<file path="config.mk">
export PLATFORM = sky130hd
export DESIGN_NAME = mem_cache_ctrl
export DESIGN_NICKNAME = d
export VERILOG_FILES = /design/src/rtl/mem_pkg.sv /design/src/rtl/cache_array.sv /design/src/rtl/mem_cache_ctrl.sv
export SDC_FILE = /design/constraint.sdc
export NUM_CORES = 2
export LEC_CHECK = 0
export ABC_AREA = 1
export CAP_MARGIN = 30
export CORE_MARGIN = 5
export CORE_UTILIZATION = 44
export DETAILED_ROUTE_END_ITERATION = 10
export PLACE_DENSITY_LB_ADDON = 0.1
export SLEW_MARGIN = 30
export SYNTH_ARGS = -nofsm -noshare
export SYNTH_HDL_FRONTEND = slang
export SYNTH_SLANG_ARGS = --single-unit
</file>
<file path="constraint.sdc">
create_clock -name clk -period 6.85 [get_ports clk]
set_input_delay 0.685 -clock clk [delete_from_list [all_inputs] [get_ports clk]]
set_output_delay 0.685 -clock clk [all_outputs]
set_load 0.02 [all_outputs]
</file>
<file path="src/rtl/mem_pkg.sv">
// Shared definitions for the direct-mapped write-through data cache:
// FSM encoding, bus widths and address slicing helpers.
package mem_pkg;

  localparam int ADDR_BITS      = 18;
  localparam int DATA_W         = 32;
  localparam int DEF_INDEX_BITS = 6;
  localparam int DEF_TAG_BITS   = ADDR_BITS - DEF_INDEX_BITS - 2;

  typedef enum logic [1:0] {
    IDLE    = 2'd0,
    RD_MISS = 2'd1,
    WR_THRU = 2'd2
  } state_t;

  // Slices for the default geometry; byte-offset bits [1:0] never take part.
  function automatic logic [DEF_INDEX_BITS-1:0] line_index(input logic [ADDR_BITS-1:0] a);
    return a[DEF_INDEX_BITS+1:2];
  endfunction

  function automatic logic [DEF_TAG_BITS-1:0] line_tag(input logic [ADDR_BITS-1:0] a);
    return a[ADDR_BITS-1:DEF_INDEX_BITS+2];
  endfunction

endpackage

</file>
<file path="src/rtl/cache_array.sv">
// Valid/tag/data storage for one-word cache lines. Lookup is combinational,
// writes land on the clock edge, and only the valid bits are cleared by reset.
module cache_array #(
  parameter int INDEX_BITS = 6,
  parameter int TAG_BITS   = 10,
  parameter int DATA_W     = 32
) (
  input  logic                  clk,
  input  logic                  rst_n,
  input  logic [INDEX_BITS-1:0] i_index,
  input  logic                  i_we,
  input  logic [TAG_BITS-1:0]   i_tag,
  input  logic [DATA_W-1:0]     i_data,
  output logic                  o_valid,
  output logic [TAG_BITS-1:0]   o_tag,
  output logic [DATA_W-1:0]     o_data
);

  localparam int LINES = 1 << INDEX_BITS;

  logic [LINES-1:0]    r_valid;
  logic [LINES-1:0]    w_line_we;
  logic [TAG_BITS-1:0] r_tag  [LINES];
  logic [DATA_W-1:0]   r_data [LINES];

  genvar gi;
  generate
    for (gi = 0; gi < LINES; gi++) begin : g_line_we
      assign w_line_we[gi] = i_we && (i_index == INDEX_BITS'(gi));
    end
  endgenerate

  always_ff @(posedge clk or negedge rst_n) begin
    if (!rst_n) begin
      r_valid <= '0;
    end else begin
      r_valid <= r_valid | w_line_we;
    end
  end

  always_ff @(posedge clk) begin
    if (i_we) begin
      r_tag[i_index]  <= i_tag;
      r_data[i_index] <= i_data;
    end
  end

  assign o_valid = r_valid[i_index];
  assign o_tag   = r_tag[i_index];
  assign o_data  = r_data[i_index];

endmodule

</file>
<file path="src/rtl/mem_cache_ctrl.sv">
// Direct-mapped, write-through, no-write-allocate data cache between the MEM
// stage and sram_ctrl. Read hits are zero-stall; misses and stores freeze the pipe.
module mem_cache_ctrl #(
  parameter int INDEX_BITS = mem_pkg::DEF_INDEX_BITS,
  parameter int ADDR_BITS  = mem_pkg::ADDR_BITS
) (
  input  logic                 clk,
  input  logic                 rst_n,
  input  logic [ADDR_BITS-1:0] addr,
  input  logic [31:0]          wdata,
  input  logic                 mem_r_en,
  input  logic                 mem_w_en,
  output logic [31:0]          rdata,
  output logic                 freeze,
  output logic [ADDR_BITS-1:0] sram_addr,
  output logic [31:0]          sram_wdata,
  output logic                 sram_r_en,
  output logic                 sram_w_en,
  input  logic [31:0]          sram_rdata,
  input  logic                 sram_freeze
);

  import mem_pkg::*;

  localparam int TAG_BITS = ADDR_BITS - INDEX_BITS - 2;

  state_t                 r_state;
  logic [ADDR_BITS-1:0]   r_sram_addr;
  logic [31:0]            r_sram_wdata;
  logic                   r_sram_r_en;
  logic                   r_sram_w_en;
  logic [31:0]            r_rdata;

  logic [ADDR_BITS-3:0]   w_lookup_word;
  logic [INDEX_BITS-1:0]  w_index;
  logic [TAG_BITS-1:0]    w_tag;
  logic                   w_line_valid;
  logic [TAG_BITS-1:0]    w_line_tag;
  logic [31:0]            w_line_data;
  logic                   w_hit;
  logic                   w_freeze;
  logic                   w_rdata_drive;
  logic [31:0]            w_rdata_src;
  logic                   w_arr_we;
  logic [31:0]            w_arr_data;

  // Outside IDLE the transaction address is the registered copy, so the
  // completion-cycle hit check and line write both use it.
  assign w_lookup_word = (r_state == IDLE) ? addr[ADDR_BITS-1:2] : r_sram_addr[ADDR_BITS-1:2];
  assign w_index       = w_lookup_word[INDEX_BITS-1:0];
  assign w_tag         = w_lookup_word[ADDR_BITS-3:INDEX_BITS];
  assign w_hit         = w_line_valid && (w_line_tag == w_tag);

  cache_array #(
    .INDEX_BITS (INDEX_BITS),
    .TAG_BITS   (TAG_BITS),
    .DATA_W     (32)
  ) u_cache_array (
    .clk     (clk),
    .rst_n   (rst_n),
    .i_index (w_index),
    .i_we    (w_arr_we),
    .i_tag   (w_tag),
    .i_data  (w_arr_data),
    .o_valid (w_line_valid),
    .o_tag   (w_line_tag),
    .o_data  (w_line_data)
  );

  always_comb begin
    w_freeze      = 1'b0;
    w_rdata_drive = 1'b0;
    w_rdata_src   = w_line_data;
    w_arr_we      = 1'b0;
    w_arr_data    = sram_rdata;
    case (r_state)
      IDLE: begin
        if (mem_w_en) begin
          w_freeze = 1'b1;
        end else if (mem_r_en) begin
          w_freeze      = !w_hit;
          w_rdata_drive = w_hit;
        end
      end
      RD_MISS: begin
        w_freeze = sram_freeze;
        if (!sram_freeze) begin
          w_rdata_drive = 1'b1;
          w_rdata_src   = sram_rdata;
          w_arr_we      = 1'b1;
        end
      end
      WR_THRU: begin
        w_freeze = sram_freeze;
        // No-write-allocate: only a line already holding this address is refreshed.
        if (!sram_freeze && w_hit) begin
          w_arr_we   = 1'b1;
          w_arr_data = r_sram_wdata;
        end
      end
      default: ;
    endcase
  end

  always_ff @(posedge clk or negedge rst_n) begin
    if (!rst_n) begin
      r_state      <= IDLE;
      r_sram_addr  <= '0;
      r_sram_wdata <= '0;
      r_sram_r_en  <= 1'b0;
      r_sram_w_en  <= 1'b0;
      r_rdata      <= '0;
    end else begin
      if (w_rdata_drive) r_rdata <= w_rdata_src;
      case (r_state)
        IDLE: begin
          if (mem_w_en) begin
            r_sram_addr  <= addr;
            r_sram_wdata <= wdata;
            r_sram_w_en  <= 1'b1;
            r_state      <= WR_THRU;
          end else if (mem_r_en && !w_hit) begin
            r_sram_addr  <= addr;
            r_sram_r_en  <= 1'b1;
            r_state      <= RD_MISS;
          end
        end
        RD_MISS: begin
          if (!sram_freeze) begin
            r_sram_r_en <= 1'b0;
            r_state     <= IDLE;
          end
        end
        WR_THRU: begin
          if (!sram_freeze) begin
            r_sram_w_en <= 1'b0;
            r_state     <= IDLE;
          end
        end
        default: r_state <= IDLE;
      endcase
    end
  end

  // Reset must silence the stall and load data even while a request is still presented.
  assign freeze     = rst_n && w_freeze;
  assign rdata      = (rst_n && w_rdata_drive) ? w_rdata_src : r_rdata;
  assign sram_addr  = r_sram_addr;
  assign sram_wdata = r_sram_wdata;
  assign sram_r_en  = r_sram_r_en;
  assign sram_w_en  = r_sram_w_en;

endmodule

</file>
==> Word-level counts from Yosys, hierarchy flattened <==
Memories as Yosys holds them, arrays and structs flattened.
Index checks and enable logic that the tools add are counted.
{ "classes": {"magnitude_cmp": 1, "eq_ne": 73, "muxes": 31, "bitwise": 1, "reduce_logical": 82} }
{ "ops": {"columns": ["operator", "count"], "rows": [
  ["$eq A6 B6 Y1 const B", 32],
  ["$mux W32", 5],
  ["$eq A6 B5 Y1 const B", 16],
  ["$logic_and A1 B1 Y1", 69],
  ["$or A64 B64 Y64", 1],
  ["$eq A6 B4 Y1 const B", 8],
  ["$mux W18", 2],
  ["$eq A6 B3 Y1 const B", 4],
  ["$mux W16", 1],
  ["$mux W1", 13],
  ["$eq A6 B2 Y1 const B", 2],
  ["$eq A10 B10 Y1", 1],
  ["$ne A2 B2 Y1 const B", 5],
  ["$pmux W1 S2", 5],
  ["$lt A6 B7 Y1 const B", 1],
  ["$bmux W1 S6", 1],
  ["$eq A6 B1 Y1 const B", 1],
  ["$logic_not A6 Y1", 1],
  ["$mux W2", 3],
  ["$reduce_and A2 Y1", 3],
  ["$reduce_bool A2 Y1", 3],
  ["$pmux W2 S2", 1],
  ["$reduce_and A4 Y1", 1],
  ["$ne A3 B2 Y1 const B", 1],
  ["other kinds (7)", 8]
]} }
{ "word_totals": {"register_bits": 150, "ram_bits": 2688, "input_bits": 87, "out_inout_bits": 85, "word_cells": 197, "n_memories": 2} }
{ "memory_table": {"columns": ["memory", "words", "width", "rd", "rd_clocked_by_memory_dff", "write_ports", "line", "text"], "rows": [
  ["u_cache_array.r_data", 64, 32, 1, 0, 1, "cache_array.sv:24", "logic [DATA_W-1:0] r_data [LINES];"],
  ["u_cache_array.r_tag", 64, 10, 1, 0, 1, "cache_array.sv:23", "logic [TAG_BITS-1:0] r_tag [LINES];"]
]} }

==> Logic depth before layout (Yosys ltp) <==
{ "depth": {"depth_word": 10, "mapped_depth": 30, "ltp_nobuf": 25} }

==> By module <==
Synthesis repeated with hierarchy kept, for this count alone.
{ "unflattened": {"cells_unflattened": 11820, "area_unflattened_um2": 119607.2} }
{ "modules_own_cells": {"columns": ["module", "instances", "cells_per_inst", "area_per_inst_um2", "seq_area_each_um2"], "rows": [
  ["cache_array", 1, 11089, 114434.8, 82319.0],
  ["mem_cache_ctrl", 1, 731, 5172.5, 2152.1]
]} }

==> Least setup slack after synthesis <==
No wires, ideal clock.
{ "synth_path": {"kind": "flip-flop to flip-flop", "start": "register r_state[0]", "end": "memory u_cache_array.r_data[0][0], data pin", "setup_time_ns": 0.702, "arrival_ns": 5.432, "required_ns": 6.148, "slack_ns": 0.717, "stages_incl_launch_ff": 17, "path_buffers": 4, "period_less_slack_ns": 6.133, "cell_sequence": "dfrtp_1 -> inv_1 -> ha_1 -> buf_4 -> inv_4 -> clkbuf_1 -> or2_2 -> o21ai_0 -> inv_1 -> nand3_1 -> nand2_1 -> nand2_1 -> nor2_2 -> nand3_1 -> buf_2 -> buf_2 -> o21ai_0"} }
{ "synth_between": {"word_cells_on_any_way": 11, "cone_classes": "eq/ne: 2; mux: 5; reduce/logical: 3; memory: 1"} }
{ "synth_lines": {"columns": ["item", "line", "text"], "rows": [
  ["start, declared", "mem_cache_ctrl.sv:27", "state_t r_state;"],
  ["start signal, assigned", "mem_cache_ctrl.sv:107", "r_state <= IDLE;"],
  ["start signal, assigned", "mem_cache_ctrl.sv:121", "r_state <= WR_THRU;"],
  ["start signal, assigned", "mem_cache_ctrl.sv:125", "r_state <= RD_MISS;"],
  ["$logic_not A2 Y1", "mem_cache_ctrl.sv:49", "assign w_lookup_word = (r_state == IDLE) ? addr[ADDR_BITS-1:2] : r_sram_addr[ADDR_BITS-1:2];"],
  ["$mux W16", "mem_cache_ctrl.sv:49", null],
  ["net u_cache_array.i_tag[0]", "cache_array.sv:12", "input logic [TAG_BITS-1:0] i_tag,"],
  ["$eq A10 B10 Y1", "mem_cache_ctrl.sv:52", "assign w_hit = w_line_valid && (w_line_tag == w_tag);"],
  ["$logic_and A1 B1 Y1", "mem_cache_ctrl.sv:52", null],
  ["$logic_and A1 B1 Y1", "mem_cache_ctrl.sv:96", "if (!sram_freeze && w_hit) begin"],
  ["$mux W32", "mem_cache_ctrl.sv:96", null],
  ["$mux W32", "mem_cache_ctrl.sv:76", "case (r_state)"],
  ["net u_cache_array.i_data[0]", "cache_array.sv:13", "input logic [DATA_W-1:0] i_data,"],
  ["end, declared", "cache_array.sv:24", null]
]} }
The timed path passes the listed nets, and every way through them passes these cells. The select of a mux whose other input is x is not followed.

==> Worst setup path after layout <==
{ "layout_path": {"start": "register r_state[0]", "end": "output port rdata[30]"} }
{ "layout_between": {"elab_chain_len": 10, "word_cells_on_any_way": 16, "cone_classes": "eq/ne: 2; mux: 9; reduce/logical: 3; memory: 2"} }
{ "layout_lines": {"columns": ["item", "line", "text"], "rows": [
  ["$logic_not A2 Y1", "mem_cache_ctrl.sv:49, mem_cache_ctrl.sv:76", null],
  ["$mux W16", "mem_cache_ctrl.sv:49", null],
  ["$mem_v2 Z64 W10 or $bmux W1 S6 (tied branches)", null, null],
  ["$eq A10 B10 Y1 or $mux W1 (tied branches)", "mem_cache_ctrl.sv:52, cache_array.sv:48", null],
  ["$logic_and A1 B1 Y1", "mem_cache_ctrl.sv:52", null],
  ["$mux W1", "mem_cache_ctrl.sv:80", "end else if (mem_r_en) begin"],
  ["$mux W1", "mem_cache_ctrl.sv:78", "if (mem_w_en) begin"],
  ["$pmux W1 S2", "mem_cache_ctrl.sv:76", null],
  ["$logic_and A1 B1 Y1", "mem_cache_ctrl.sv:147", "assign rdata = (rst_n && w_rdata_drive) ? w_rdata_src : r_rdata;"],
  ["$mux W32 *", "mem_cache_ctrl.sv:147", null],
  ["end, declared", "mem_cache_ctrl.sv:13", "output logic [31:0] rdata,"]
]} }
Every way passes the cells marked *; elsewhere a longest branch is shown, timed or not. The select of a mux whose other input is x is not followed.

==> qor.csv <==
stage;metric;value;unit
floorplanning;number of placement rows;186;
finish;area growth from synthesis to final layout;16.8;%
global_routing;initial antenna violation count;15;
placed_design;GPL Wtd Cong;0.860;
detailed_routing;Vias;78100;
placed_design;dpl hpwl;219000;um
outcome;run status;completed;
global_routing;met3 GRT Util;4.21;%
floorplanning;height of the die;518;um
power_and_ir_drop;worst vdd rail ir drop;0.403;mV
timing;period utilization;99.4;%
placed_design;Post-Place Cell Area;123000;um^2
timing;Peak Freq;147;MHz
clock_network;Skew-Pair Late Insertion Delay;0.94;ns
hold_path;class of the tightest hold or removal check;in -> async;
synthesis;number of distinct library cells after synthesis;37;
power_and_ir_drop;leakage dissipation;48.2;nW
synthesis;Ys Warns;0;
synthesis;Post-Synthesis Cells;9277;
finish;area of the multi-input gates;25600;um^2
clock_network;clock tree root driver cell;sky130_fd_sc_hd__clkbuf_16;
timing;measured slew at the worst slew-check pin;1.11;ns
placed_design;Post-Place Worst Slack;0.0546;ns
synthesis;mapped cell area;114000;um^2
power_and_ir_drop;net switching power;24.3;mW
timing;Slew headroom;25.3;%
power_and_ir_drop;cell-internal power;35.8;mW
placed_design;Port Buffers;171;
global_routing;global-route met2 utilization;46.2;%
finish;fill count;21900;
timing;Slew Limit Fails;0;
timing;post-layout minimum cycle time;6.81;ns
finish;sequential cell area in the final layout;84500;um^2
setup_path;Critical Path Source Type;flop;
timing;Hold Fails Final Rpt;0;
detailed_routing;Detailed Routing Iterations Pass 1;6;
setup_path;arrival time of the worst setup path;6.12;ns
floorplanning;num ports;172;
detailed_routing;total wire length after detailed routing;407000;um
global_routing;grt ovf;0;
detailed_routing;routed vias/inst;5.91;
finish;filler-free cell count of the finished design;13200;
finish;number of nets in the layout;9695;
global_routing;via count of the first global-routing pass;73000;
global_routing;global-route met1 utilization;41.9;%
finish;final non-filler cell area;133000;um^2
power_and_ir_drop;part of the total power dissipated in sequential elements;33.8;%
power_and_ir_drop;areal power density over the cells;452;nW/um^2
setup_path;critical path start-end classification;reg -> out;
synthesis;Syn Area/Cell;12.3;um^2
setup_path;endpoint class of the critical path;primary output;
timing;setup slack after layout;0.0419;ns
detailed_routing;detailed router's first-iteration violation count;10400;
power_and_ir_drop;clock network fraction of design power;27.2;%
global_routing;overall track demand over capacity in global routing;29.3;%
timing;worst slack on hold paths;0.290;ns
power_and_ir_drop;sw frac;40.4;%
setup_path;crit-path max FO;34;
finish;layout cells sized above 1;10.0;%
global_routing;pin count of the biggest net entering global routing;134;
synthesis;Yosys reg bits;2838;
placed_design;instance count after placement with tap cells included;12600;
floorplanning;area of the core;257000;um^2
power_and_ir_drop;Logic pwr share;39.0;%
timing;setup violators final;0;
floorplanning;die area;269000;um^2
flow_run;max cap viols;0;
synthesis;fraction of the yosys area taken by sequential cells;74.3;%
clock_network;Num Clock Sinks;2838;
floorplanning;die width;518;um
synthesis;Post-Synthesis Net Count;9368;
clock_network;clock tree from TritonCTS;yes;
setup_path;required time of the worst setup path;6.16;ns
timing;TNS Setup;0;ns
clock_network;CTS H-tree depth;5;
detailed_routing;antenna viol nets, final;0;
clock_network;Num CTS Buffers;320;
timing;setup clock skew after layout;0.0665;ns
global_routing;busiest layer in global routing;met2;
detailed_routing;drt wl/cell;30.8;um
global_routing;global-route wire length before repair;566000;um
floorplanning;initial cell density of the core;44.2;%
clock_network;number of buffers on the longest clock path;4;
detailed_routing;DRC;0;
clock_network;clock-pin transition on the worst setup and hold timing paths;0.06;ns
worst max-delay path, cell delays in order, from the launching register on:
cell and delay [ns]:
sky130_fd_sc_hd__dfrtp_1 0.41, sky130_fd_sc_hd__inv_1 0.11, sky130_fd_sc_hd__ha_4 0.24, sky130_fd_sc_hd__buf_4 0.18
sky130_fd_sc_hd__nand2_1 0.10, sky130_fd_sc_hd__o21ai_4 0.13, sky130_fd_sc_hd__inv_2 0.25, sky130_fd_sc_hd__nor2_4 0.08
sky130_fd_sc_hd__buf_4 0.19, sky130_fd_sc_hd__inv_4 0.34, sky130_fd_sc_hd__buf_12 0.34, sky130_fd_sc_hd__buf_4 0.27
sky130_fd_sc_hd__a31oi_1 0.08, sky130_fd_sc_hd__nor3_1 0.52, sky130_fd_sc_hd__o21ai_0 0.32, sky130_fd_sc_hd__nor2_1 0.58
sky130_fd_sc_hd__nor2_1 0.22, sky130_fd_sc_hd__nand3_1 0.14, sky130_fd_sc_hd__nand2_1 0.06, sky130_fd_sc_hd__clkdlybuf4s50_1 0.55
cells in the mapped netlist (all sizes together):
cell type / instances / area (um^2)
a21oi: 55 / 275
a221oi: 15 / 131
a22o: 1 / 8.76
a22oi: 500 / 3750
a31oi: 173 / 1080
a41oi: 7 / 61.3
buf: 197 / 1030
clkbuf: 364 / 1370
clkinv: 1 / 3.75
dfrtp: 150 / 3750
edfxtp: 2688 / 80700
ha: 4 / 50.1
inv: 577 / 2170
nand2: 2636 / 9910
nand3: 1038 / 5220
nand3b: 18 / 135
nand4: 29 / 181
nor2: 404 / 1530
nor3: 14 / 70.1
nor4: 1 / 6.26
o2111ai: 13 / 114
o21a: 1 / 7.51
o21ai: 298 / 1500
o31ai: 70 / 526
or2: 23 / 144
routing by layer:
metal  up-vias  share of wire [%]
met5         -                  0
met4         0                4.0
met3       790                8.7
met2      4244                 46
met1     39500                 41
li1      33600                  -
state kept, by name (all words and copies together), names as in the netlist:
name	flops
r_rdata	32
r_state	2
sram_addr	18
sram_r_en	1
sram_w_en	1
sram_wdata	32
u_cache_array.r_data	2048
u_cache_array.r_tag	640
u_cache_array.r_valid	64
through the flow:
| stage | total power, mW | utilization (%) |
|---|---|---|
| after floorplan | 33.1 | - |
| after global placement | 43.3 | 47.7 |
| after detailed placement | 43.3 | 47.7 |
| after CTS | 59.7 | 51.6 |
| after global routing | 62.4 | 51.7 |
| final | 60.0 | 51.7 |
power groups by stage:
| stage | Clock (mW) | Combinational (mW) | Sequential (mW) |
|---|---|---|---|
| floorplan | 0 | 12.3 | 20.8 |
| global placement | 0 | 22.7 | 20.6 |
| detailed placement | 0 | 22.7 | 20.6 |
| CTS | 16.5 | 22.9 | 20.3 |
| global route | 17.2 | 24.8 | 20.3 |
| finish | 16.3 | 23.4 | 20.3 |
placed cells by master (no fill, tap or decap), types with 137 or more instances in the layout:
cell type,n
sky130_fd_sc_hd__edfxtp_1,2688
sky130_fd_sc_hd__clkdlybuf4s50_1,170
sky130_fd_sc_hd__a31oi_1,173
sky130_fd_sc_hd__nand2_1,2624
sky130_fd_sc_hd__inv_1,536
sky130_fd_sc_hd__dfrtp_1,150
sky130_fd_sc_hd__clkbuf_16,325
sky130_fd_sc_hd__buf_12,137
sky130_fd_sc_hd__o21ai_0,231
sky130_fd_sc_hd__nor2_1,349
sky130_fd_sc_hd__buf_4,235
sky130_fd_sc_hd__a22oi_1,500
sky130_fd_sc_hd__nand3_1,1032
cell type report:
cell class                 count  share of cell area [%]
antenna                        3                 0.00565
multi-input combinational   5305                    19.3
tap                         3384                    3.19
timing repair buffer         561                    4.95
clock inverter               156                    1.02
clock buffer                 395                    6.33
sequential                  2838                    63.6
inverter                     578                    1.68
kinds of logic after synthesis:
| group | after synthesis | synth area share (%) |
|---|---|---|
| buf+inv | 1139 | 4.01 |
| simple gates | 4163 | 15.1 |
| compound gates | 1133 | 6.56 |
| fa+ha+maj | 4 | 0.0440 |
| flops | 2838 | 74.3 |
path summary, 6_finish.rpt:
check                                                     from                                     end  slack [ns]  cells past startpoint
setup / recovery                        r_state[0]$_DFFE_PN0P_                               rdata[30]        0.04                     19
hold / removal                                           rst_n                sram_addr[8]$_DFFE_PN0P_        0.29                      2
setup reg to reg                        r_state[0]$_DFFE_PN0P_  u_cache_array.r_data[53][10]$_DFFE_PP_        1.19                     23
hold reg to reg            u_cache_array.r_valid[51]$_DFF_PN0_     u_cache_array.r_valid[51]$_DFF_PN0_        0.45                      2
max in group asynchronous                                rst_n     u_cache_array.r_valid[18]$_DFF_PN0_        5.33                      3
min in group clk                                       addr[0]                sram_addr[0]$_DFFE_PN0P_        0.31                      3
what timing repair did:
item,in CTS,in global routing
setup endpoints to repair,32,32
hold endpoints to repair,28,0
hold buffers,1,0
cloned,1,6
setup buffers,7,7
gates resized for setup,7,16
pin swaps,4,4
Power figures use the tool's default switching activity.
